`config.mk`:
```
export PLATFORM = sky130hd
export DESIGN_NAME = imem_line_server
export DESIGN_NICKNAME = d
export VERILOG_FILES = /design/src/rtl/imem_line_server_pkg.sv /design/src/rtl/imem_req_fifo.sv /design/src/rtl/imem_line_server.sv
export SDC_FILE = /design/constraint.sdc
export NUM_CORES = 1
export LEC_CHECK = 0
export ABC_AREA = 1
export CAP_MARGIN = 20
export CORE_MARGIN = 5
export CORE_UTILIZATION = 42
export DETAILED_ROUTE_END_ITERATION = 10
export GPL_TIMING_DRIVEN = 1
export PLACE_DENSITY = 0.78
export SLEW_MARGIN = 0
export SYNTH_ARGS = -nofsm -noshare
export SYNTH_HDL_FRONTEND = slang
export SYNTH_HIERARCHICAL = 1
export SYNTH_SLANG_ARGS = --single-unit
```
`constraint.sdc`:
```
create_clock -name clock -period 4 [get_ports clock]
set_input_delay 0.8 -clock clock [delete_from_list [all_inputs] [get_ports clock]]
set_output_delay 0.8 -clock clock [all_outputs]
set_load 0.005 [all_outputs]
```
`src/rtl/imem_line_server_pkg.sv`:
```
// Shared definitions for imem_line_server: sequencer state encoding and the
// supported backing-memory latency range.
package imem_line_server_pkg;

    typedef enum logic {
        S_IDLE  = 1'b0,
        S_BURST = 1'b1
    } seq_state_t;

    localparam int MEM_LATENCY_MIN = 1;
    localparam int MEM_LATENCY_MAX = 4;

endpackage

```
`src/rtl/imem_req_fifo.sv`:
```
// Registered FIFO holding line addresses of accepted-but-unstarted requests.
// Push and pop may happen on the same edge; DEPTH must be a power of two.
module imem_req_fifo #(
    parameter int WIDTH = 25,
    parameter int DEPTH = 2
) (
    input  logic             clock,
    input  logic             reset_n,
    input  logic             push,
    input  logic             pop,
    input  logic [WIDTH-1:0] din,
    output logic [WIDTH-1:0] head,
    output logic             empty,
    output logic             full
);

    localparam int PTR_BITS = $clog2(DEPTH);
    localparam logic [PTR_BITS:0] FULL_COUNT = DEPTH[PTR_BITS:0];

    logic [WIDTH-1:0]    slots [DEPTH];
    logic [PTR_BITS-1:0] wr_ptr;
    logic [PTR_BITS-1:0] rd_ptr;
    logic [PTR_BITS:0]   count;
    logic                do_push;
    logic                do_pop;

    assign do_push = push & ~full;
    assign do_pop  = pop & ~empty;
    assign empty   = (count == '0);
    assign full    = (count == FULL_COUNT);
    assign head    = slots[rd_ptr];

    // Pointer and occupancy bookkeeping.
    // NOTE: sequential state uses non-blocking assignments so every flop samples pre-edge values.
    always_ff @(posedge clock or negedge reset_n) begin
        if (!reset_n) begin
            wr_ptr <= '0;
            rd_ptr <= '0;
            count  <= '0;
        end else begin
            if (do_push) wr_ptr <= wr_ptr + 1'b1;
            if (do_pop)  rd_ptr <= rd_ptr + 1'b1;
            case ({do_push, do_pop})
                2'b10:   count <= count + 1'b1;
                2'b01:   count <= count - 1'b1;
                default: count <= count;
            endcase
        end
    end

    // Payload storage.
    // NOTE: storage is not reset; the occupancy count guarantees stale slots are never read as valid.
    always_ff @(posedge clock) begin
        if (do_push) slots[wr_ptr] <= din;
    end

endmodule

```
`src/rtl/imem_line_server.sv`:
```
// Line-burst read responder for the instruction fetch port. Each accepted
// request returns one full line, word 0 first, through a fixed-latency
// backing memory. Optional performance counters are built only when
// IMEM_LINE_SERVER_PERF_EN is defined.
module imem_line_server
    import imem_line_server_pkg::*;
#(
    parameter int WORD_INDEX_BITS = 5,
    parameter int ADDR_BITS       = 30,
    parameter int MEM_LATENCY     = 2,
    parameter int QUEUE_DEPTH     = 2
) (
    input  logic                 clock,
    input  logic                 reset_n,
    input  logic [ADDR_BITS-1:0] imem_address,
    input  logic                 imem_read,
    output logic                 imem_waitrequest,
    output logic [31:0]          imem_readdata,
    output logic                 imem_readdatavalid,
    output logic [ADDR_BITS-1:0] mem_address,
    output logic                 mem_read,
    input  logic [31:0]          mem_rddata,
    output logic [31:0]          perf_bursts,
    output logic [31:0]          perf_wait_cycles
);

    localparam int LINE_BITS = ADDR_BITS - WORD_INDEX_BITS;
    // Latencies outside the supported range are clamped to the nearest limit.
    localparam int LAT = (MEM_LATENCY < MEM_LATENCY_MIN) ? MEM_LATENCY_MIN :
                         (MEM_LATENCY > MEM_LATENCY_MAX) ? MEM_LATENCY_MAX : MEM_LATENCY;

    seq_state_t                 state;
    seq_state_t                 state_next;
    logic [LINE_BITS-1:0]       base;
    logic [LINE_BITS-1:0]       base_next;
    logic [LINE_BITS-1:0]       head;
    logic [LINE_BITS-1:0]       issue_line;
    logic [WORD_INDEX_BITS-1:0] wi;
    logic [WORD_INDEX_BITS-1:0] wi_next;
    logic [WORD_INDEX_BITS-1:0] issue_wi;
    logic                       fifo_empty;
    logic                       fifo_full;
    logic                       push;
    logic                       pop;
    logic                       issue;
    logic [LAT-1:0]             valid_pipe;
    logic                       unused_addr_bits;

    // The word offset of a request is ignored; the burst always starts at word 0.
    assign unused_addr_bits = ^imem_address[WORD_INDEX_BITS-1:0];

    assign imem_waitrequest   = fifo_full;
    assign push               = imem_read & ~fifo_full;
    assign imem_readdata      = mem_rddata;
    assign imem_readdatavalid = valid_pipe[LAT-1];

    imem_req_fifo #(
        .WIDTH (LINE_BITS),
        .DEPTH (QUEUE_DEPTH)
    ) u_req_fifo (
        .clock   (clock),
        .reset_n (reset_n),
        .push    (push),
        .pop     (pop),
        .din     (imem_address[ADDR_BITS-1:WORD_INDEX_BITS]),
        .head    (head),
        .empty   (fifo_empty),
        .full    (fifo_full)
    );

    // Sequencer: pick the word to issue this cycle and where the burst goes next.
    // NOTE: every output of this block gets a default first, so no path infers a latch.
    always_comb begin
        state_next = state;
        base_next  = base;
        wi_next    = wi;
        pop        = 1'b0;
        issue      = 1'b0;
        issue_line = base;
        issue_wi   = wi;
        case (state)
            S_IDLE: begin
                if (!fifo_empty) begin
                    // Word 0 goes out on the same edge the request is popped.
                    pop        = 1'b1;
                    issue      = 1'b1;
                    issue_line = head;
                    issue_wi   = '0;
                    base_next  = head;
                    wi_next    = WORD_INDEX_BITS'(1);
                    state_next = S_BURST;
                end
            end
            S_BURST: begin
                issue   = 1'b1;
                wi_next = wi + 1'b1;
                if (&wi) begin
                    if (!fifo_empty) begin
                        // Chain straight into the next line; wi wraps to 0.
                        pop       = 1'b1;
                        base_next = head;
                    end else begin
                        state_next = S_IDLE;
                    end
                end
            end
            default: state_next = S_IDLE;
        endcase
    end

    // Sequencer state and registered backing-memory strobe/address.
    always_ff @(posedge clock or negedge reset_n) begin
        if (!reset_n) begin
            state       <= S_IDLE;
            base        <= '0;
            wi          <= '0;
            mem_read    <= 1'b0;
            mem_address <= '0;
        end else begin
            state    <= state_next;
            base     <= base_next;
            wi       <= wi_next;
            mem_read <= issue;
            if (issue) mem_address <= {issue_line, issue_wi};
        end
    end

    // Return-path valid tracking: the strobe delayed by the memory latency.
    always_ff @(posedge clock or negedge reset_n) begin
        if (!reset_n) valid_pipe <= '0;
        else          valid_pipe <= (valid_pipe << 1) | LAT'(mem_read);
    end

`ifdef IMEM_LINE_SERVER_PERF_EN
    logic [WORD_INDEX_BITS-1:0] ret_wi;
    logic [31:0]                bursts_q;
    logic [31:0]                waits_q;

    // Count completed lines on the return side and stalled request cycles.
    always_ff @(posedge clock or negedge reset_n) begin
        if (!reset_n) begin
            ret_wi   <= '0;
            bursts_q <= '0;
            waits_q  <= '0;
        end else begin
            if (imem_readdatavalid) begin
                ret_wi <= ret_wi + 1'b1;
                if (&ret_wi) bursts_q <= bursts_q + 32'd1;
            end
            if (imem_read && imem_waitrequest) waits_q <= waits_q + 32'd1;
        end
    end

    assign perf_bursts      = bursts_q;
    assign perf_wait_cycles = waits_q;
`else
    assign perf_bursts      = '0;
    assign perf_wait_cycles = '0;
`endif

endmodule

```
==> qor.csv, run 1 <==
metric;value;unit
synth_top_area_share;30.8;%
cts_tree;built;
clkSinkCount;118;
synth_seq_cells;118;
drtIter0Drc;199;
die_width;125;um
switchingPower;1.60;mW
grtUsageTotal;14.1;%
wl;10900;um
row_count;42;
synth_cell_type_count;25;
layout-drive-gt1-share;8.43;%
hold_viol_final;0;
slew_headroom;36.5;%
setup_viol;0;
grt_overflow;0;
leakage;2.89;nW
clockRootBuffer;clkbuf_16;
vias;3680;
post_cts_buffers;0;
synth-seq-area-share;57.9;%
startpoint_type;register;
nNetsFinal;660;
gp_congestion;0.794;
drt-pass1-iter-count;5;
die_area;15600;um2
h-tree-depth;4;
intPower;3.29;mW
grt_pass1_vias;3531;
core;13100;um2
async_flop_share;57.6;%
place_hpwl;7200;um
ioPinCount;194;
grt_max_degree;49;
syn_inst;568;
power_frac_seq;40.5;%
yosysTopAreaCell;dfrtp_1;
yosysWarningCount;6;
clkPwrFrac;31.1;%
cts_resized;0;
synth_area_per_cell;9.74;um2
fmax;401;MHz
power_density;772;nW/um2
antennaDiodeCount;0;
portBuffers;60;
cp.required;4.31;ns
outcome;complete, no violations;
fin_crit_sh;62.4;%
swShare;32.6;%
synth_common_cells;nand2_1, buf_4, nand3_1;
initial_utilization;42.3;%
netlist_area;5530;um2
synth_edf_count;50;
synth_flop_cell;dfrtp_1;
comb_power_share;28.4;%
min_path_type;reg2reg;
worst_pin_slew;0.951;ns
yosys-top-cells-area;dfrtp_1, edfxtp_1, buf_4;
final_max_slew_viol_count;0;
yosysMostFrequentCell;nand2_1;
crit_fanout;26;
cp.arrival;2.80;ns
areaGrowthSynthToFinish;14.5;%
fin_worst_skew;0.00936;ns
fin_crit;2.49;ns
routedWlPerCell;14.0;um
die_y;125;um
clkLatencyLatePin;0.41;ns
cts_buffers;17;
hold_slack;0.345;ns
crit_type;reg2reg;
critPathCaptureType;register;
ant_nets;0;
drc;0;
holdBufCountCts;0;
vias_per_cell;4.71;
drv_cap;0;
finalSetupTns;0;ns
grt_pass1_wl;17600;um
rsz0062_at_grt;false;
cts_buffer_depth;2;
antenna_found_initial;0;
ir_drop;0.000302;V
clk_pin_slew;0.05;ns
layout by cell type, fill, tap and decap left out:
master / count
buf_2: 1
buf_4: 4
bufinv_16: 2
clkbuf_1: 2
clkbuf_16: 18
clkbuf_8: 4
clkdlybuf4s50_1: 59
clkinv_2: 5
clkinvlp_4: 1
conb_1: 64
dfrtp_1: 68
edfxtp_1: 50
ha_1: 3
inv_1: 15
inv_2: 7
inv_4: 1
nand2_1: 175
nand2_2: 4
nand3_1: 77
nand4_1: 1
nor2_1: 5
nor2_2: 2
nor2_4: 1
o211ai_1: 1
o21a_1: 1
o21ai_0: 27
o21ai_1: 4
o21ai_2: 1
o22ai_1: 1
xnor2_1: 1
kinds of logic after synthesis:
kind of cell	synth area share [%]
AND/OR/NAND/NOR	20.1
buffers and inverters	17.7
flip-flops	57.9
AO/OA/AOI/OAI	3.35
adder cells (fa/ha/maj)	0.679
XOR/XNOR	0.158
other	0.0678
power by group through the flow:
stage	combinational, mW	clock (mW)	sequential (mW)
finish	1.39	1.52	1.98
CTS	1.40	1.54	1.98
floorplan	0.957	0	1.92
detailed placement	1.37	0	2.00
global placement	1.33	0	1.97
global route	1.56	1.59	2.04
layout make-up:
| cell class | instances | area, um2 |
|---|---|---|
| Clock buffer | 24 | 513 |
| Clock inverter | 8 | 92.6 |
| Fill cell | 1182 | 6750 |
| Inverter | 23 | 88.8 |
| Multi-Input combinational cell | 368 | 1590 |
| Sequential cell | 118 | 3200 |
| Tap cell | 176 | 220 |
| Timing Repair Buffer | 64 | 626 |
registers in the layout, indices dropped and copies added, names as in the netlist:
name,flops
u_req_fifo/wr_ptr,1
u_req_fifo/rd_ptr,1
base,25
u_req_fifo/count,2
u_req_fifo/slots,50
wi,5
mem_address,30
state,1
mem_read,1
valid_pipe,2
critical path, cell delays in order (launching register included):
cell and delay, ns:
dfrtp_1 0.42, ha_1 0.23, nand2_1 0.09, nor2_1 0.05
ha_1 0.21, nor2_4 0.48, nor2_1 0.19, nand2_2 0.13
inv_1 0.05, ha_1 0.29, inv_1 0.08, nand3_1 0.07
nand2_1 0.06, nand2_1 0.04
metal layers:
layer  vias up  share of wire, %  global-route usage [%]  routed length [um]
met5         -                 0                       0                   0
met3        31               8.7                    5.19                 950
met2       173                49                    23.0                5320
li1       1737                 -                       -                   -
met1      1739                40                    16.6                4380
met4         0               2.6                    6.38                 283
final timing paths:
check	start	to	slack, ns	cells after the start
worst max-delay path	wi[0]	u_req_fifo/count[1]	1.51	13
worst min-delay path	valid_pipe[0]	valid_pipe[1]	0.34	0
worst max register to register	wi[0]	u_req_fifo/count[1]	1.51	13
worst min register to register	valid_pipe[0]	valid_pipe[1]	0.34	0
max in group asynchronous	reset_n	base[21]	2.92	2
min in group asynchronous	reset_n	u_req_fifo/count[1]	0.35	1
stage by stage:
| stage | util (%) | cells | instance area, um2 | power (mW) | setup slack (ns) |
|---|---|---|---|---|---|
| floorplan | - | 631 | 5770 | 2.88 | 1.48 |
| global placement | 43.8 | 749 | 5730 | 3.30 | 1.32 |
| detailed placement | 43.8 | 749 | 5730 | 3.37 | 1.32 |
| CTS | 48.4 | 781 | 6330 | 4.92 | 1.50 |
| global route | 48.4 | 781 | 6330 | 5.18 | 1.26 |
| finish | 48.4 | 781 | 6330 | 4.89 | 1.51 |
(Power assumes the default switching activity.)
==> run 2: changes to the inputs <==
- clock period: 4 -> 2.3 ns (I/O delays scaled with it)
==> qor.csv, run 2 (synthesis gave the netlist of run 1 again) <==
metric;value;unit;change
drt-pass1-iter-count;5;;unchanged
final_cells;787;;was 781
ant_nets;0;;unchanged
final_max_slew_viol_count;0;;unchanged
p_total;8.88;mW;was 4.89 mW
grt_max_degree;49;;unchanged
drtIter0Drc;259;;was 199
worst_pin_slew;0.593;ns;was 0.951 ns
r2r_slack;0.28;ns;was 1.51 ns
h-tree-depth;4;;unchanged
rsz0062_at_grt;false;;unchanged
largest_registers;u_req_fifo/slots x50, mem_address x30, base x25;;unchanged
drc;0;;unchanged
post_cts_buffers;0;;unchanged
place_ws;0.258;ns;was 1.32 ns
routedWlPerCell;14.0;um;about the same
critical-path-top-delay-family;buffers and inverters;;was simple AND/OR/NAND/NOR gates
nNetsFinal;666;;was 660
fin_crit_sh;90.8;%;
fill_cells;1154;;was 1182
clk_pin_slew;0.05;ns;about the same
layout_commonest_cell;nand2_1;;unchanged
layout-drive-gt1-share;9.00;%;was 8.43%
outcome;complete, no violations;;unchanged
fin_worst_skew;0.00584;ns;was 0.00936 ns
drv_cap;0;;unchanged
areaGrowthSynthToFinish;16.9;%;was 14.5%
critPathBufInv;1;;was 2
clkSinkCount;118;;unchanged
holdBufCountCts;0;;unchanged
grt_overflow;0;;unchanged
crit_slowest_cell;clkdlybuf4s50_1;;was nor2_4
largest_reg_flops;50;;unchanged
grtUsageTotal;14.4;%;was 14.1%
clkLatencyLatePin;0.41;ns;about the same
regMostFlops;u_req_fifo/slots;;unchanged
slew_headroom;60.5;%;was 36.5%
wl;11000;um;was 10900 um
worst_slack;0.211;ns;was 1.51 ns
ir_drop;0.000638;V;was 0.000302 V
row_count;42;;unchanged
antenna_found_initial;0;;unchanged
die_y;125;um;unchanged
grt_pass1_vias;3623;;was 3531
initial_utilization;42.3;%;unchanged
finalSetupTns;0;ns;unchanged
gp_congestion;0.807;;was 0.794
post-route-util;49.4;%;was 48.4%
r2r_end;u_req_fifo/count[1];;unchanged
clockRootBuffer;clkbuf_16;;unchanged
core;13100;um2;unchanged
place_hpwl;7520;um;was 7200 um
power_density;1370;nW/um2;was 772 nW/um2
cts_tree;built;;unchanged
ioPinCount;194;;unchanged
cp.required;1.84;ns;was 4.31 ns
mostFrequentLayoutCells;nand2_1, nand3_1, dfrtp_1;;unchanged
leakage;2.94;nW;was 2.89 nW
dpl.cell_count;755;;was 749
crit_fanout;5;;was 26
critPathCaptureType;output port;;was register
fin_area;6470;um2;was 6330 um2
hold_slack;0.0570;ns;was 0.345 ns
cp.arrival;1.63;ns;was 2.80 ns
vias;3677;;was 3680
antennaDiodeCount;0;;unchanged
placed_cell_area;5810;um2;was 5730 um2
slowest_delay;0.55;ns;was 0.48 ns
die_area;15600;um2;unchanged
cts_resized;0;;unchanged
fin_crit;2.09;ns;
hold_viol_final;0;;unchanged
cts_buffers;17;;unchanged
setup_viol;0;;unchanged
fmax;479;MHz;
grt_pass1_wl;18000;um;was 17600 um
crit_type;reg2out;;was reg2reg
reg2reg_from;wi[0];;unchanged
r2r_cells;13;;unchanged
cts_buffer_depth;2;;unchanged
vias_per_cell;4.67;;was 4.71
die_width;125;um;unchanged
portBuffers;60;;unchanged
min_path_type;in2async;;was reg2reg
startpoint_type;register;;unchanged
worstPathCellList;nor2_2 > clkdlybuf4s50_1;;was ha_1 > nand2_1 > nor2_1 > ha_1 > nor2_4 > nor2_1 > nand2_2 > inv_1 > ha_1 > inv_1 > nand3_1 > nand2_1 > nand2_1
==> run 2: cell type report <==
cell class	count	area [um2]	share of cell area [%]
sequential	118	3200	49.5
timing repair buffer	70	708	10.9
inverter	23	88.8	1.37
multi-input combinational	368	1590	24.6
clock inverter	14	230	3.56
tap	176	220	3.40
clock buffer	18	429	6.64
==> run 2: worst reg2reg max path, cell delays in order, from the launching register on <==
cell and delay (ns):
dfrtp_1 0.41, ha_1 0.20, nand2_1 0.08, nor2_1 0.11
ha_1 0.21, nor2_4 0.06, nor2_1 0.19, nand2_2 0.08
inv_1 0.06, ha_1 0.24, inv_1 0.08, nand3_1 0.07
nand2_1 0.06, nand2_1 0.05
==> run 2: power by group <==
part | internal (mW) | switching, mW
clock network | 2.02 | 0.900
registers | 3.00 | 0.384
logic | 1.05 | 1.53
total | 6.07 | 2.82
==> run 2: routing by layer <==
layer | track usage [%] | share of wire [%] | up-vias
met5 | 0 | 0 | -
li1 | - | - | 1744
met3 | 4.67 | 8.4 | 37
met4 | 8.12 | 3.3 | 0
met2 | 22.1 | 48 | 180
met1 | 17.8 | 40 | 1716
==> run 2: how the worst max path moves through the flow <==
stage	slack, ns	endpoint	cells past startpoint	start
floorplan	0.06	u_req_fifo/slots[1][0]	4	u_req_fifo/count[0]
global placement	0.36	u_req_fifo/count[1]	9	imem_read
detailed placement	0.26	u_req_fifo/count[1]	9	imem_read
CTS	0.18	imem_waitrequest	2	u_req_fifo/count[0]
global route	0.03	u_req_fifo/count[1]	13	wi[0]
finish	0.21	imem_waitrequest	2	u_req_fifo/count[0]
==> run 3: changes to the inputs <==
- ABC_CLOCK_PERIOD_IN_PS: not set -> 2300
- CORE_UTILIZATION: 42 -> 45
- PLACE_DENSITY: 0.78 -> 0.83
==> qor.csv, run 3 (synthesis gave the netlist of run 1 again) <==
metric;value;unit;change
grt_overflow;0;;unchanged
drv_cap;0;;unchanged
areaGrowthSynthToFinish;14.6;%;was 16.9%
place_hpwl;7300;um;was 7520 um
grt_pass1_wl;17600;um;was 18000 um
switchingPower;2.82;mW;about the same
core;12000;um2;was 13100 um2
vias;3738;;was 3677
startpoint_type;register;;unchanged
gp_congestion;0.794;;was 0.807
clockRootBuffer;clkbuf_16;;unchanged
slew_headroom;49.3;%;was 60.5%
mostFrequentLayoutCells;nand2_1, nand3_1, dfrtp_1;;unchanged
layout-drive-gt1-share;9.02;%;was 9.00%
leakage;2.91;nW;was 2.94 nW
cts_tree;built;;unchanged
cts_buffer_depth;2;;unchanged
clkPwrFrac;29.4;%;was 32.9%
clkSinkCount;118;;unchanged
drc;0;;unchanged
largest_registers;u_req_fifo/slots x50, mem_address x30, base x25;;unchanged
die_y;121;um;was 125 um
power_frac_seq;40.2;%;was 38.1%
h-tree-depth;4;;unchanged
critical-path-top-delay-family;simple AND/OR/NAND/NOR gates;;was buffers and inverters
crit_fanout;5;;unchanged
outcome;complete, no violations;;unchanged
critPathCaptureType;register;;was output port
ant_nets;0;;unchanged
die_area;14600;um2;was 15600 um2
post_cts_buffers;0;;unchanged
drt-pass1-iter-count;5;;unchanged
nNetsFinal;665;;was 666
wl;11100;um;was 11000 um
grtUsageTotal;15.4;%;was 14.4%
crit_type;reg2reg;;was reg2out
power_density;1340;nW/um2;was 1370 nW/um2
routedWlPerCell;14.6;um;was 14.0 um
regMostFlops;u_req_fifo/slots;;unchanged
cp.arrival;2.46;ns;was 1.63 ns
fin_crit_sh;93.6;%;was 90.8%
initial_utilization;46.0;%;was 42.3%
finalSetupTns;0;ns;unchanged
antennaDiodeCount;0;;unchanged
fin_crit;2.15;ns;was 2.09 ns
final_cells;757;;was 787
comb_power_share;30.4;%;was 29.1%
vias_per_cell;4.94;;was 4.67
clk_pin_slew;0.05;ns;about the same
slowest_delay;0.41;ns;was 0.55 ns
cts_buffers;17;;unchanged
antenna_found_initial;0;;unchanged
cp.required;2.60;ns;was 1.84 ns
grt_max_degree;69;;was 49
worst_pin_slew;0.759;ns;was 0.593 ns
drtIter0Drc;397;;was 259
min_path_type;in2async;;unchanged
hold_viol_final;0;;unchanged
worstPathCellList;ha_1 > nand2_1 > nor2_1 > ha_1 > nor2_4 > nor2_1 > nand2_2 > inv_1 > ha_1 > inv_1 > nand3_1 > nand2_1 > nand2_1;;was nor2_2 > clkdlybuf4s50_1
die_width;121;um;was 125 um
dpl.cell_count;725;;was 755
swShare;33.2;%;was 31.7%
portBuffers;60;;unchanged
crit_slowest_cell;dfrtp_1;;was clkdlybuf4s50_1
rsz0062_at_grt;false;;unchanged
final_max_slew_viol_count;0;;unchanged
fmax;465;MHz;was 479 MHz
largest_reg_flops;50;;unchanged
setup_viol;0;;unchanged
layout_commonest_cell;nand2_1;;unchanged
ir_drop;0.000622;V;was 0.000638 V
cts_resized;0;;unchanged
ioPinCount;194;;unchanged
clkLatencyLatePin;0.41;ns;about the same
intPower;5.67;mW;was 6.07 mW
fin_worst_skew;0.00680;ns;was 0.00584 ns
critPathBufInv;2;;was 1
holdBufCountCts;0;;unchanged
row_count;40;;was 42
grt_pass1_vias;3571;;was 3623
-- run 3: changes by cell type in the layout (fill, tap and decap cells not counted) --
| cell | delta |
|---|---|
| clkinv_1 | -3 |
| inv_6 | -1 |
| clkbuf_1 | +2 |
| clkinv_2 | +5 |
| clkbuf_16 | +1 |
| buf_4 | -1 |
| bufinv_16 | -5 |
| clkbuf_8 | +3 |
| clkinvlp_4 | -2 |
-- run 3: path summary, 6_finish.rpt --
kind	start	to	slack [ns]	depth (start not counted)
setup / recovery	wi[0]	u_req_fifo/count[1]	0.15	13
hold / removal	reset_n	u_req_fifo/count[1]	0.05	2
setup reg to reg	wi[0]	u_req_fifo/count[1]	0.15	13
hold reg to reg	valid_pipe[0]	valid_pipe[1]	0.35	0
max in group asynchronous	reset_n	mem_address[26]	1.94	2
min in group clock	valid_pipe[0]	valid_pipe[1]	0.35	0
-- run 3: area by class of cell --
type / instances / area [um2]
clock buffer: 24 / 503
clock inverter: 8 / 70.1
fill: 1022 / 5670
inverter: 23 / 88.8
multi-input combinational: 368 / 1590
sequential: 118 / 3200
tap: 147 / 184
timing repair buffer: 69 / 701
-- run 3: power groups by stage --
stage / Clock (mW) / Sequential [mW] / Combinational, mW
2_1_floorplan: 0 / 3.34 / 1.66
5_1_grt: 2.63 / 3.49 / 2.86
6_report: 2.50 / 3.41 / 2.58
4_1_cts: 2.53 / 3.42 / 2.58
3_3_place_gp: 0 / 3.39 / 2.43
3_5_place_dp: 0 / 3.44 / 2.55
-- run 3: metal layers --
layer  wire (um)  vias to the layer above  GRT usage, %  share of wire, %
met5           0                        -             0                 0
met3         871                       32          4.99               7.9
met2        5550                      192          24.6                50
met4         262                        0          7.22               2.4
met1        4380                     1768          19.0                40
li1            -                     1746             -                 -
-- run 3: through the flow --
| stage | utilization [%] | power, mW | setup WS [ns] | hold WS [ns] | area [um2] |
|---|---|---|---|---|---|
| 3_5_place_dp | 48.0 | 5.99 | 0.211 | 0.337 | 5760 |
| 4_1_cts | 52.8 | 8.53 | 0.178 | 0.0655 | 6340 |
| 6_report | 52.8 | 8.49 | 0.147 | 0.0504 | 6340 |
| 2_1_floorplan | - | 5.01 | 0.0584 | 0.164 | 5770 |
| 5_1_grt | 52.8 | 8.98 | 0.0556 | 0.0842 | 6340 |
| 3_3_place_gp | 48.0 | 5.82 | 0.329 | 0.336 | 5760 |
